--- src/rtl/seg_scan_if.sv ---
// Display bus between the CPU-side display register and the scan controller.
// master: drives display data, load strobe and live controls; sees pin outputs.
// slave : the scan controller.
//   en         display on
//   load       one-cycle strobe capturing disp_data / dp
//   disp_data  4 bits per digit, digit 0 in the low nibble
//   dp         decimal point per digit, 1 = lit
//   lzb        leading-zero blanking enable (live)
//   bright     on-time (bright+1)/8 of each slot (live)
//   pos_ctrl   digit select, active-low, one-cold
//   num_ctrl   segments {dp,g,f,e,d,c,b,a}, active-low
//   frame_done one-cycle pulse in the first cycle of each frame
interface seg_scan_if #(
   parameter int DIGITS = 4
);
   logic                  en;
   logic                  load;
   logic [4*DIGITS-1:0]   disp_data;
   logic [DIGITS-1:0]     dp;
   logic                  lzb;
   logic [2:0]            bright;
   logic [DIGITS-1:0]     pos_ctrl;
   logic [7:0]            num_ctrl;
   logic                  frame_done;

   modport master (
      output en, load, disp_data, dp, lzb, bright,
      input  pos_ctrl, num_ctrl, frame_done
   );

   modport slave (
      input  en, load, disp_data, dp, lzb, bright,
      output pos_ctrl, num_ctrl, frame_done
   );
endinterface

--- src/rtl/seg_scan_ctrl.sv ---
// Multiplexed seven-segment scan controller for DIGITS common-anode digits.
// Generates digit-slot timing from clk, double-buffers display data so that
// values change only at frame boundaries, and adds leading-zero blanking,
// per-digit decimal points, 8-level brightness and a global enable.
// Ports:
//   clk    system clock, rising edge
//   clr_n  asynchronous active-low reset
//   bus    seg_scan_if slave modport (see interface header)
//
// The pin outputs are registered and decoded from the next-cycle scan state,
// so in the cycle where frame_done is high the pins already select digit 0
// showing the new frame's data, and every slot on the pins is aligned with
// cnt = 0..TICK_DIV-1.
module seg_scan_ctrl #(
   parameter int DIGITS   = 4,
   parameter int TICK_DIV = 65536
) (
   input  logic     clk,
   input  logic     clr_n,
   seg_scan_if.slave bus
);

   localparam int CW = (TICK_DIV > 1) ? $clog2(TICK_DIV) : 1;
   localparam int IW = (DIGITS > 1) ? $clog2(DIGITS) : 1;

   logic [CW-1:0]         cnt, cnt_nxt;
   logic [IW-1:0]         idx, idx_nxt;
   logic [4*DIGITS-1:0]   act_data, act_data_nxt, shd_data;
   logic [DIGITS-1:0]     act_dp, act_dp_nxt, shd_dp;
   logic                  pend;
   logic                  slot_end, frame_end;

   logic [DIGITS-1:0]     blank;
   logic                  zero_run;
   logic [3:0]            nib;
   logic                  dp_sel, blk_sel;
   logic [CW:0]           on_lim;
   logic                  on_win;
   logic [DIGITS-1:0]     pos_nxt;
   logic [7:0]            num_nxt;

   function automatic logic [7:0] hex_font(input logic [3:0] n);
      logic [7:0] s;
      case (n)
         4'h0: s = 8'hC0;
         4'h1: s = 8'hF9;
         4'h2: s = 8'hA4;
         4'h3: s = 8'hB0;
         4'h4: s = 8'h99;
         4'h5: s = 8'h92;
         4'h6: s = 8'h82;
         4'h7: s = 8'hF8;
         4'h8: s = 8'h80;
         4'h9: s = 8'h90;
         4'hA: s = 8'h88;
         4'hB: s = 8'h83;
         4'hC: s = 8'hC6;
         4'hD: s = 8'hA1;
         4'hE: s = 8'h86;
         default: s = 8'h8E;
      endcase
      return s;
   endfunction

   always_comb begin
      slot_end  = (cnt == CW'(TICK_DIV - 1));
      frame_end = slot_end && (idx == IW'(DIGITS - 1));

      cnt_nxt = slot_end ? '0 : cnt + CW'(1);
      idx_nxt = idx;
      if (slot_end)
         idx_nxt = (idx == IW'(DIGITS - 1)) ? '0 : idx + IW'(1);

      // A load in the boundary cycle bypasses the shadow buffer.
      act_data_nxt = act_data;
      act_dp_nxt   = act_dp;
      if (frame_end) begin
         if (bus.load) begin
            act_data_nxt = bus.disp_data;
            act_dp_nxt   = bus.dp;
         end else if (pend) begin
            act_data_nxt = shd_data;
            act_dp_nxt   = shd_dp;
         end
      end

      // Blank from the top digit down while nibbles are zero; digit 0 never.
      blank    = '0;
      zero_run = bus.lzb;
      for (int i = DIGITS - 1; i >= 1; i--) begin
         zero_run = zero_run && (act_data_nxt[4*i +: 4] == 4'h0);
         blank[i] = zero_run;
      end

      nib     = 4'h0;
      dp_sel  = 1'b0;
      blk_sel = 1'b0;
      for (int i = 0; i < DIGITS; i++) begin
         if (idx_nxt == IW'(i)) begin
            nib     = act_data_nxt[4*i +: 4];
            dp_sel  = act_dp_nxt[i];
            blk_sel = blank[i];
         end
      end

      num_nxt = blk_sel ? 8'hFF : hex_font(nib);
      if (dp_sel)
         num_nxt[7] = 1'b0;

      on_lim  = (CW+1)'((int'(bus.bright) + 1) * (TICK_DIV / 8));
      on_win  = ({1'b0, cnt_nxt} < on_lim);
      pos_nxt = '1;
      if (bus.en && on_win)
         pos_nxt = ~(DIGITS'(1) << idx_nxt);
   end

   always_ff @(posedge clk or negedge clr_n) begin
      if (!clr_n) begin
         cnt            <= '0;
         idx            <= '0;
         act_data       <= '0;
         act_dp         <= '0;
         shd_data       <= '0;
         shd_dp         <= '0;
         pend           <= 1'b0;
         bus.pos_ctrl   <= '1;
         bus.num_ctrl   <= 8'hFF;
         bus.frame_done <= 1'b0;
      end else begin
         cnt            <= cnt_nxt;
         idx            <= idx_nxt;
         act_data       <= act_data_nxt;
         act_dp         <= act_dp_nxt;
         bus.pos_ctrl   <= pos_nxt;
         bus.num_ctrl   <= num_nxt;
         bus.frame_done <= frame_end;
         if (frame_end) begin
            pend <= 1'b0;
         end else if (bus.load) begin
            shd_data <= bus.disp_data;
            shd_dp   <= bus.dp;
            pend     <= 1'b1;
         end
      end
   end

endmodule

--- src/flat_wrapper.sv ---
// flat-port wrapper written by rule: the top's interface ports become plain ports
module seg_scan_ctrl_flat 
#(
   parameter int DIGITS   = 4,
   parameter int TICK_DIV = 65536
)
  (clk, clr_n, bus_en, bus_load, bus_disp_data, bus_dp, bus_lzb, bus_bright, bus_pos_ctrl, bus_num_ctrl, bus_frame_done);
  seg_scan_if #(.DIGITS(DIGITS)) bus_i ();
  input  logic clk;
  input  logic clr_n;
  input wire logic [$bits(bus_i.en)-1:0] bus_en;
  input wire logic [$bits(bus_i.load)-1:0] bus_load;
  input wire logic [$bits(bus_i.disp_data)-1:0] bus_disp_data;
  input wire logic [$bits(bus_i.dp)-1:0] bus_dp;
  input wire logic [$bits(bus_i.lzb)-1:0] bus_lzb;
  input wire logic [$bits(bus_i.bright)-1:0] bus_bright;
  output wire logic [$bits(bus_i.pos_ctrl)-1:0] bus_pos_ctrl;
  output wire logic [$bits(bus_i.num_ctrl)-1:0] bus_num_ctrl;
  output wire logic [$bits(bus_i.frame_done)-1:0] bus_frame_done;
  assign bus_i.en = bus_en;
  assign bus_i.load = bus_load;
  assign bus_i.disp_data = bus_disp_data;
  assign bus_i.dp = bus_dp;
  assign bus_i.lzb = bus_lzb;
  assign bus_i.bright = bus_bright;
  assign bus_pos_ctrl = bus_i.pos_ctrl;
  assign bus_num_ctrl = bus_i.num_ctrl;
  assign bus_frame_done = bus_i.frame_done;
  seg_scan_ctrl #(.DIGITS(DIGITS), .TICK_DIV(TICK_DIV)) u_core (.clk(clk), .clr_n(clr_n), .bus(bus_i));
endmodule
--- config.mk ---
export PLATFORM = sky130hd
export DESIGN_NAME = seg_scan_ctrl_flat
export DESIGN_NICKNAME = d
export VERILOG_FILES = /design/src/rtl/seg_scan_if.sv /design/src/rtl/seg_scan_ctrl.sv /design/src/flat_wrapper.sv
export SDC_FILE = /design/constraint.sdc
export NUM_CORES = 1
export LEC_CHECK = 0
export ABC_AREA = 1
export CAP_MARGIN = 20
export CORE_AREA = 2 2 104 106
export CTS_CLUSTER_SIZE = 28
export DETAILED_ROUTE_END_ITERATION = 8
export DIE_AREA = 0 0 106 108
export PLACE_DENSITY = 0.58
export REMOVE_ABC_BUFFERS = 1
export SETUP_SLACK_MARGIN = 0.1
export SLEW_MARGIN = 20
export SYNTH_ARGS = -nofsm -noshare
export SYNTH_HDL_FRONTEND = slang
export SYNTH_SLANG_ARGS = --single-unit
--- constraint.sdc ---
create_clock -name clk -period 3.8 [get_ports clk]
set_input_delay 0.76 -clock clk [delete_from_list [all_inputs] [get_ports clk]]
set_output_delay 0.76 -clock clk [all_outputs]
set_load 0.1 [all_outputs]
-- Yosys cells after proc, flatten, opt, wreduce, memory -nomap -nowiden
Memories as Yosys holds them, arrays and structs flattened.
Cells that the tools add are included.
- add/sub/neg operators: 3
- div/mod/pow operators: 0
- $lt $le $gt $ge: 1
- reductions and logical operators: 11
- muxes and demuxes: 25
- bitwise operators: 2
- equal/unequal tests: 5
- shifts and indexed selects: 1
- multiply operators: 0
- operators with widths (cell ; count):
    $mux W16 ; 4
    $mux W4 ; 8
    $lt A16 B17 Y1 ; 1
    $add A16 B1 Y16 const B ; 1
    $eq A16 B16 Y1 const B ; 1
    $logic_not A4 Y1 ; 3
    $mux W1 ; 10
    $mux W8 ; 1
    $eq A2 B2 Y1 const B ; 3
    $logic_and A1 B1 Y1 ; 5
    $add A3 B1 Y4 const B ; 1
    $mux W2 ; 2
    $not A4 Y4 ; 1
    $shl A1 B2 Y4 const A ; 1
    $add A2 B1 Y2 const B ; 1
    $eq A2 B1 Y1 const B ; 1
    $logic_not A2 Y1 ; 1
    $reduce_and A2 Y1 ; 1
    $reduce_bool A2 Y1 ; 1
    $not A1 Y1 ; 1
- output and inout port bits: 13
- flip-flop bits (word level): 72
- word-level logic and storage cells: 59
- bits in latches: 0
- memory bits (writable): 0
- memory bits (read-only): 112
- memories: 1
- memory list (name ; words ; width ; rd ports ; clocked after memory_dff ; write ports ; RTL line ; text):
    (name not given) ; 16 ; 7 ; 1 ; 0 ; 0 ; seg_scan_ctrl.sv:44 ; case (n)

-- Logic depth before layout (Yosys ltp)
Gate-level depths: netlist of the first run.
- word-level depth: 12
- mapped depth: 19
- gate-level depth less buffers: 18

-- Least setup slack after synthesis of the first run
Ideal clock, no wire load.
- kind: reg-to-reg
- start point: register u_core.cnt[0]
- end point: register u_core.bus.num_ctrl[1]
- buffers on the path: 1
- period minus slack after synthesis: 2.292 ns
- setup slack: 1.508 ns
- cell stages (with the launch flop): 18
- arrival time: 2.214 ns
- data required time: 3.723 ns
- cells stage by stage: dfrtp_1 ha_1 nand2_1 nor2_2 nand2_2 nor2_4 buf_6 nand2_4 nand2_4 nor2_4 inv_1 a21oi_2 nor2_4 ha_1 nand3_1 nor2_1 nor2_1 nand2_1
- cells in the longest elaborated chain, start to end: 11
- elaborated cells on any way between the ends: 23
- classes of those cells: 4 x eq/ne; 10 x mux; 8 x reduce/logical; 1 x memory
- RTL lines (element ; RTL line ; text):
    start, declared ; seg_scan_ctrl.sv:26 ; logic [CW-1:0] cnt, cnt_nxt;
    start signal, assigned ; seg_scan_ctrl.sv:130 ; cnt <= cnt_nxt;
    $eq A16 B16 Y1 * ; seg_scan_ctrl.sv:66 ; slot_end = (cnt == CW'(TICK_DIV - 1));
    branches (longest 9 deep; another with $mem_v2 Z16 W7) ; - ;
    $mux W8 * ; seg_scan_ctrl.sv:106 ; num_nxt = blk_sel ? 8'hFF : hex_font(nib);
    named net u_core.num_nxt[1] ; seg_scan_ctrl.sv:40 ; logic [7:0] num_nxt;
    end signal, assigned ; seg_scan_ctrl.sv:135 ; bus.num_ctrl <= num_nxt;
    end, declared ; seg_scan_if.sv:33 ; output pos_ctrl, num_ctrl, frame_done
Mark *: on every way through the listed nets, which the timed path passes.
A chain may end at the register's enable or synchronous reset.

-- Worst setup path after layout of the first run
- start point: input port bus_load
- end point: register u_core.bus.num_ctrl[0]
- elaborated cells on any way between the ends: 17
- classes of those cells: 10 x mux; 6 x reduce/logical; 1 x memory
- RTL lines (element ; RTL line ; text):
    start, declared ; flat_wrapper.sv:12 ; input wire logic [$bits(bus_i.load)-1:0] bus_load;
    $mux W16 * ; seg_scan_ctrl.sv:78 ; if (bus.load) begin
    $mux W16 * ; seg_scan_ctrl.sv:77 ; if (frame_end) begin
    named net u_core.act_data_nxt[9] ; seg_scan_ctrl.sv:28 ; logic [4*DIGITS-1:0] act_data, act_data_nxt, shd_data;
    branches (longest 6 deep; another with $mem_v2 Z16 W7) ; - ;
    $mux W8 * ; seg_scan_ctrl.sv:106 ;
    named net u_core.num_nxt[0] ; seg_scan_ctrl.sv:40 ;
Marks and branches as above.

==> flow_summary.ini, run 1 <==
[outcome]
status = complete, no violations

[yosys]
postSynthCellCount = 500
yosys.area.top_type = dfrtp_1
async_reset_ff_share_pct = 100
synth_ff_type = dfrtp_1
synth_commonest_cells = nand2_1 (148), dfrtp_1 (60), inv_1 (58), nor2_1 (33), nand3_1 (30)
synth_cell_type_count = 39
synth-seq-area-share_pct = 44.6
synth_seq_cells = 72
netlist_area_um2 = 4070
synth_edf_count = 0
synth_top_area_share_pct = 36.9
synth_most_common_cell = nand2_1
yosysWarnings = 0
syn_avg_cell_area_um2 = 8.14
ys_top_cells_by_area = dfrtp_1 (37%), nand2_1 (14%), dfstp_2 (7.7%), inv_1 (5.3%), nand3_1 (3.7%)

[cells_and_area]
fin_area_um2 = 4800
diodes = 0
utilization_pct = 46.9
final_layout_size_suffix_gt1_share_pct = 17.5
area_growth_pct = 17.9
final_nets = 581

[critical_path]
slowest_delay_ps = 480
crit_slowest_cell = clkdlybuf4s50_1
path_buf_inv = 5
critPathMaxFanout = 16
crit_chain = clkdlybuf4s50_1 -> clkinv_1 -> buf_4 -> nand2_1 -> o21ai_0 -> nand2_1 -> nand2_1 -> nand2_1 -> nand3_2 -> nor2_4 -> inv_1 -> ha_1 -> inv_1 -> nand4_1 -> nand3_1 -> nand3_1
worst_setup_path_end_kind = flop
critPathLaunchType = primary input
crit_type = in2reg
required_ps = 4070
crit_top_cell = nand2_1
critPathArrivalTime_ps = 3050
crit_family = buffers and inverters

[timing]
slew_headroom_pct = 32.1
fin_crit_ps = 2790
hold_violations = 0
finClkSkew_ps = 10.7
setup_tns_ps = 0
whs_ps = 489
fmax_mhz = 359
timing.final.max_slew_violations = 0
setup_viol = 0
worstMarginPinSlew_ps = 1020
fin_crit_sh_pct = 73.3
rsz0062_at_grt = no

[drt]
drt_iter0_markers = 108
drc = 0
routed_wl_um = 8970
via_count = 3311
dr.pass1.iters = 4
wire_per_inst_um = 13.1
vias_per_cell = 4.83
final_antenna_net_count = 0

[grt]
grt_max_degree = 41
antenna_found_initial = 0
grt_pass1_vias = 3323
grt_pass1_wl_um = 15600
gr-usage-all-layers_pct = 17.2
grt-ovfl-total = 0

[floorplanning]
row_count = 37
ios = 41
start_util_pct = 39.8
dieArea_um2 = 11400
die_w_um = 106
die_height_um = 108
core-area_um2 = 10200

[cts]
clk_pin_slew_worst_paths_ps = 70
cts_tree = built
cts_max_level = 3
ctsHoldBuffers = 0
cts_setup_buffers = 0
clock_latency_ps = 350
clock-root-buffer = clkbuf_8
cts_sinks = 72
cts-resized-gates = 0
cts-buffers-inserted = 9
cts_buffer_depth = 2

[place]
gp_congestion = 0.897
dpl-instance-area_um2 = 4590
dpl.hpwl_um = 6570
portBuffers = 40

[job]
drv_cap = 0

[pwr]
static-leakage-power_uw = 0.00231
irDropWorstVdd_v = 0.000153
cellPowerDensity_nw_per_um2 = 325
power_uw = 1560

[min_path]
hold_path.class = reg2reg
[path summary, 6_finish.rpt]
path                               startpoint                endpoint  slack, ps  cells past startpoint
worst min register to register  u_core.cnt[0]           u_core.cnt[0]        490                      1
worst max-delay path                 bus_load  u_core.bus.num_ctrl[0]       1010                     16
max in group asynchronous               clr_n  u_core.bus.pos_ctrl[0]       2390                      2
worst min-delay path            u_core.cnt[0]           u_core.cnt[0]        490                      1
worst max register to register  u_core.cnt[0]        u_core.shd_dp[1]       1100                      6
min in group asynchronous               clr_n      u_core.act_data[3]        550                      1
[metrics by stage]
step	setup slack [ps]	cells
after global routing	790	685
final	1010	685
after detailed placement	655	669
after floorplan	1370	488
after CTS	1020	685
after global placement	731	669
[report_power, final]
part | switching, uW | internal [uW] | leakage (uW) | total, uW
registers | 10.3 | 788 | 0.000819 | 798
logic | 67.6 | 60.1 | 0.00139 | 128
clock network | 293 | 341 | 0.000107 | 634
total | 371 | 1190 | 0.00231 | 1560
[cell type report]
| cell class | count | area [um^2] |
|---|---|---|
| well taps | 136 | 170 |
| clock buffers | 12 | 155 |
| inverters | 64 | 240 |
| multi-input cells | 352 | 1930 |
| clock inverters | 4 | 52.6 |
| flip-flops and latches | 72 | 1820 |
| repair buffers | 45 | 433 |
| fillers | 986 | 5430 |
[metal layers]
layer,vias up,GRT usage [%],routed length [um]
met5,-,0,0
met4,0,6.39,154
li1,1688,-,-
met3,13,2.65,226
met1,1548,22.4,4320
met2,62,29.1,4270
[cells in the final DEF (no fill, tap or decap), drive strengths merged]
| master | n |
|---|---|
| a21oi | 11 |
| a22oi | 4 |
| a2bb2oi | 1 |
| and2 | 1 |
| buf | 6 |
| bufinv | 1 |
| clkbuf | 12 |
| clkdlybuf4s50 | 39 |
| clkinv | 4 |
| dfrtp | 60 |
| dfstp | 12 |
| ha | 9 |
| inv | 63 |
| mux2 | 11 |
| mux2i | 1 |
| nand2 | 168 |
| nand3 | 35 |
| nand3b | 1 |
| nand4 | 12 |
| nor2 | 47 |
| nor3 | 5 |
| nor4 | 1 |
| o21ai | 30 |
| o21bai | 2 |
| o22ai | 5 |
| xnor2 | 1 |
| xor2 | 7 |
[state kept, by name, summed over array words and instances (netlist names)]
signal	count
u_core.act_data	16
u_core.bus.num_ctrl	8
u_core.bus.frame_done	1
u_core.bus.pos_ctrl	4
u_core.idx	2
u_core.shd_dp	4
u_core.act_dp	4
u_core.pend	1
u_core.shd_data	16
u_core.cnt	16
[logic make-up (layout without fill, tap and decap cells)]
| logic type | Yosys count | in the layout | synth area share, % |
|---|---|---|---|
| compound gates | 53 | 53 | 7.96 |
| flops | 72 | 72 | 44.6 |
| mux | 12 | 12 | 3.29 |
| fa+ha+maj | 9 | 9 | 2.77 |
| buf+inv | 76 | 125 | 7.87 |
| xor+xnor | 8 | 8 | 1.72 |
| simple gates | 270 | 270 | 31.8 |
(Power assumes the default switching activity.)
==> inputs of run 2 (changes only) <==
Clock period 3.8 ns to 2.8 ns, I/O delays scaled along.
==> flow_summary.ini, run 2 (synthesized netlist as in run 1, its figures left out) <==
[critical_path]
slowest_delay_ps = 380
cp.depth = 17
ff2ff_setup_slack_ps = 350
path_buf_inv = 3
critPathArrivalTime_ps = 2720
critPathLaunchType = flop
crit_type = reg2reg
worst_setup_path_end_kind = flop
crit_chain = ha_2 -> nand2_1 -> nor2_4 -> nand2_4 -> o21ai_4 -> nand2_8 -> nand2_2 -> inv_2 -> nand2_1 -> nand3_2 -> nor2_4 -> inv_1 -> ha_1 -> inv_1 -> nand4_1 -> nand3_1 -> nand3_1
crit_slowest_cell = dfrtp_1
required_ps = 3080
critPathMaxFanout = 9
r2r_cells = 17
crit_family = simple AND/OR/NAND/NOR gates

[cells_and_area]
final_nets = 593
area_growth_pct = 20.9
diodes = 0
fillers = 998
instances_no_fill = 697
layout_commonest_cell = nand2_1
utilization_pct = 48.1
final_cell_mix = nand2_1 (148), dfrtp_1 (60), inv_1 (58), nor2_1 (33), nand3_1 (29)
final_layout_size_suffix_gt1_share_pct = 22.3
reg_top3 = u_core.act_data: 16 flops, u_core.cnt: 16 flops, u_core.shd_data: 16 flops

[grt]
grt_max_degree = 73
gr-usage-all-layers_pct = 17.7
antenna_found_initial = 0
grt_pass1_vias = 3410
grt_pass1_wl_um = 16000
grt-ovfl-total = 0

[timing]
fin_crit_ps = 2450
worstMarginPinSlew_ps = 417
setup_tns_ps = 0
finClkSkew_ps = 9.22
fmax_mhz = 409
hold_violations = 0
timing.final.max_slew_violations = 0
setup_viol = 0
whs_ps = 229
slew_headroom_pct = 72.2
fin_crit_sh_pct = 87.4
layout_setup_ws_ps = 353
rsz0062_at_grt = no

[cts]
clk_pin_slew_worst_paths_ps = 80
clock-root-buffer = clkbuf_8
cts-buffers-inserted = 9
cts_max_level = 3
cts_buffer_depth = 2
cts_tree = built
clock_latency_ps = 350
ctsHoldBuffers = 0
cts_sinks = 72

[outcome]
status = complete, no violations

[place]
gp_congestion = 0.864
pre_cts_slack_ps = 116
place_inst = 677
portBuffers = 40
dpl.hpwl_um = 6570

[drt]
vias_per_cell = 4.81
final_antenna_net_count = 0
routed_wl_um = 9070
drc = 0
dr.pass1.iters = 4
via_count = 3350
wire_per_inst_um = 13.0
drt_iter0_markers = 127

[floorplanning]
ios = 41
start_util_pct = 39.8
die_height_um = 108
dieArea_um2 = 11400
die_w_um = 106
core-area_um2 = 10200
row_count = 37

[pwr]
irDropWorstVdd_v = 0.000255
static-leakage-power_uw = 0.00241
cellPowerDensity_nw_per_um2 = 432

[min_path]
hold_path.class = in2async

[job]
drv_cap = 0
## run 2: changes by cell type in the layout (fill, tap and decap cells not counted), sizes merged
cell / delta
clkinv: -1
clkbuf: -1
clkdlybuf4s50: -13
clkinvlp: +2
buf: +25
## run 2: final cells by class
cell class | count | area (um^2) | share of cell area [%]
sequential | 72 | 1820 | 36.9
clock buffer | 11 | 151 | 3.07
multi-input combinational | 352 | 1970 | 40.0
timing repair buffer | 57 | 519 | 10.5
inverter | 64 | 240 | 4.88
clock inverter | 5 | 55.1 | 1.12
tap | 136 | 170 | 3.46
## run 2: routing by layer
metal | vias to the layer above | part of all wire (%) | global-route usage, % | routed length [um]
li1 | 1708 | - | - | -
met1 | 1574 | 48 | 22.5 | 4380
met2 | 54 | 47 | 29.9 | 4290
met3 | 14 | 2.6 | 3.62 | 239
met4 | 0 | 1.8 | 6.48 | 159
met5 | - | 0 | 0 | 0
## run 2: what timing repair did
action	CTS	global route
setup endpoints to repair	0	6
buffers inserted	0	4
resized for setup	0	8
## run 2: worst reg2reg max path: stages (launching register included)
cell and delay, ps:
dfrtp_1 380, ha_2 220, nand2_1 100, nor2_4 130, nand2_4 100, o21ai_4 210
nand2_8 110, nand2_2 110, inv_2 80, nand2_1 80, nand3_2 90, nor2_4 140
inv_1 80, ha_1 230, inv_1 70, nand4_1 80, nand3_1 80, nand3_1 80
## run 2: final timing paths
| check | from | endpoint |
|---|---|---|
| max | u_core.cnt[0] | u_core.bus.num_ctrl[0] |
| min | clr_n | u_core.shd_data[4] |
| max reg2reg | u_core.cnt[0] | u_core.bus.num_ctrl[0] |
| min reg2reg | u_core.shd_data[8] | u_core.shd_data[8] |
| min in group clk | u_core.shd_data[8] | u_core.shd_data[8] |
| max in group asynchronous | clr_n | u_core.bus.pos_ctrl[2] |
## run 2: power by group
group	switching [uW]	internal, uW
Clock	408	457
Sequential	14.1	1070
Combinational	90.7	85.7
## run 2: stage by stage
step	power (uW)	cell area, um^2
5_1_grt	2230	4920
3_5_place_dp	1280	4650
4_1_cts	2150	4850
6_report	2120	4920
2_1_floorplan	1190	3990
3_3_place_gp	1280	4650
==> inputs of run 3 (changes only) <==
Settings changed: SLEW_MARGIN 20 to unset.
==> results of run 3 <==
No change in the layout: final DEF, timing and power equal those of run 2.
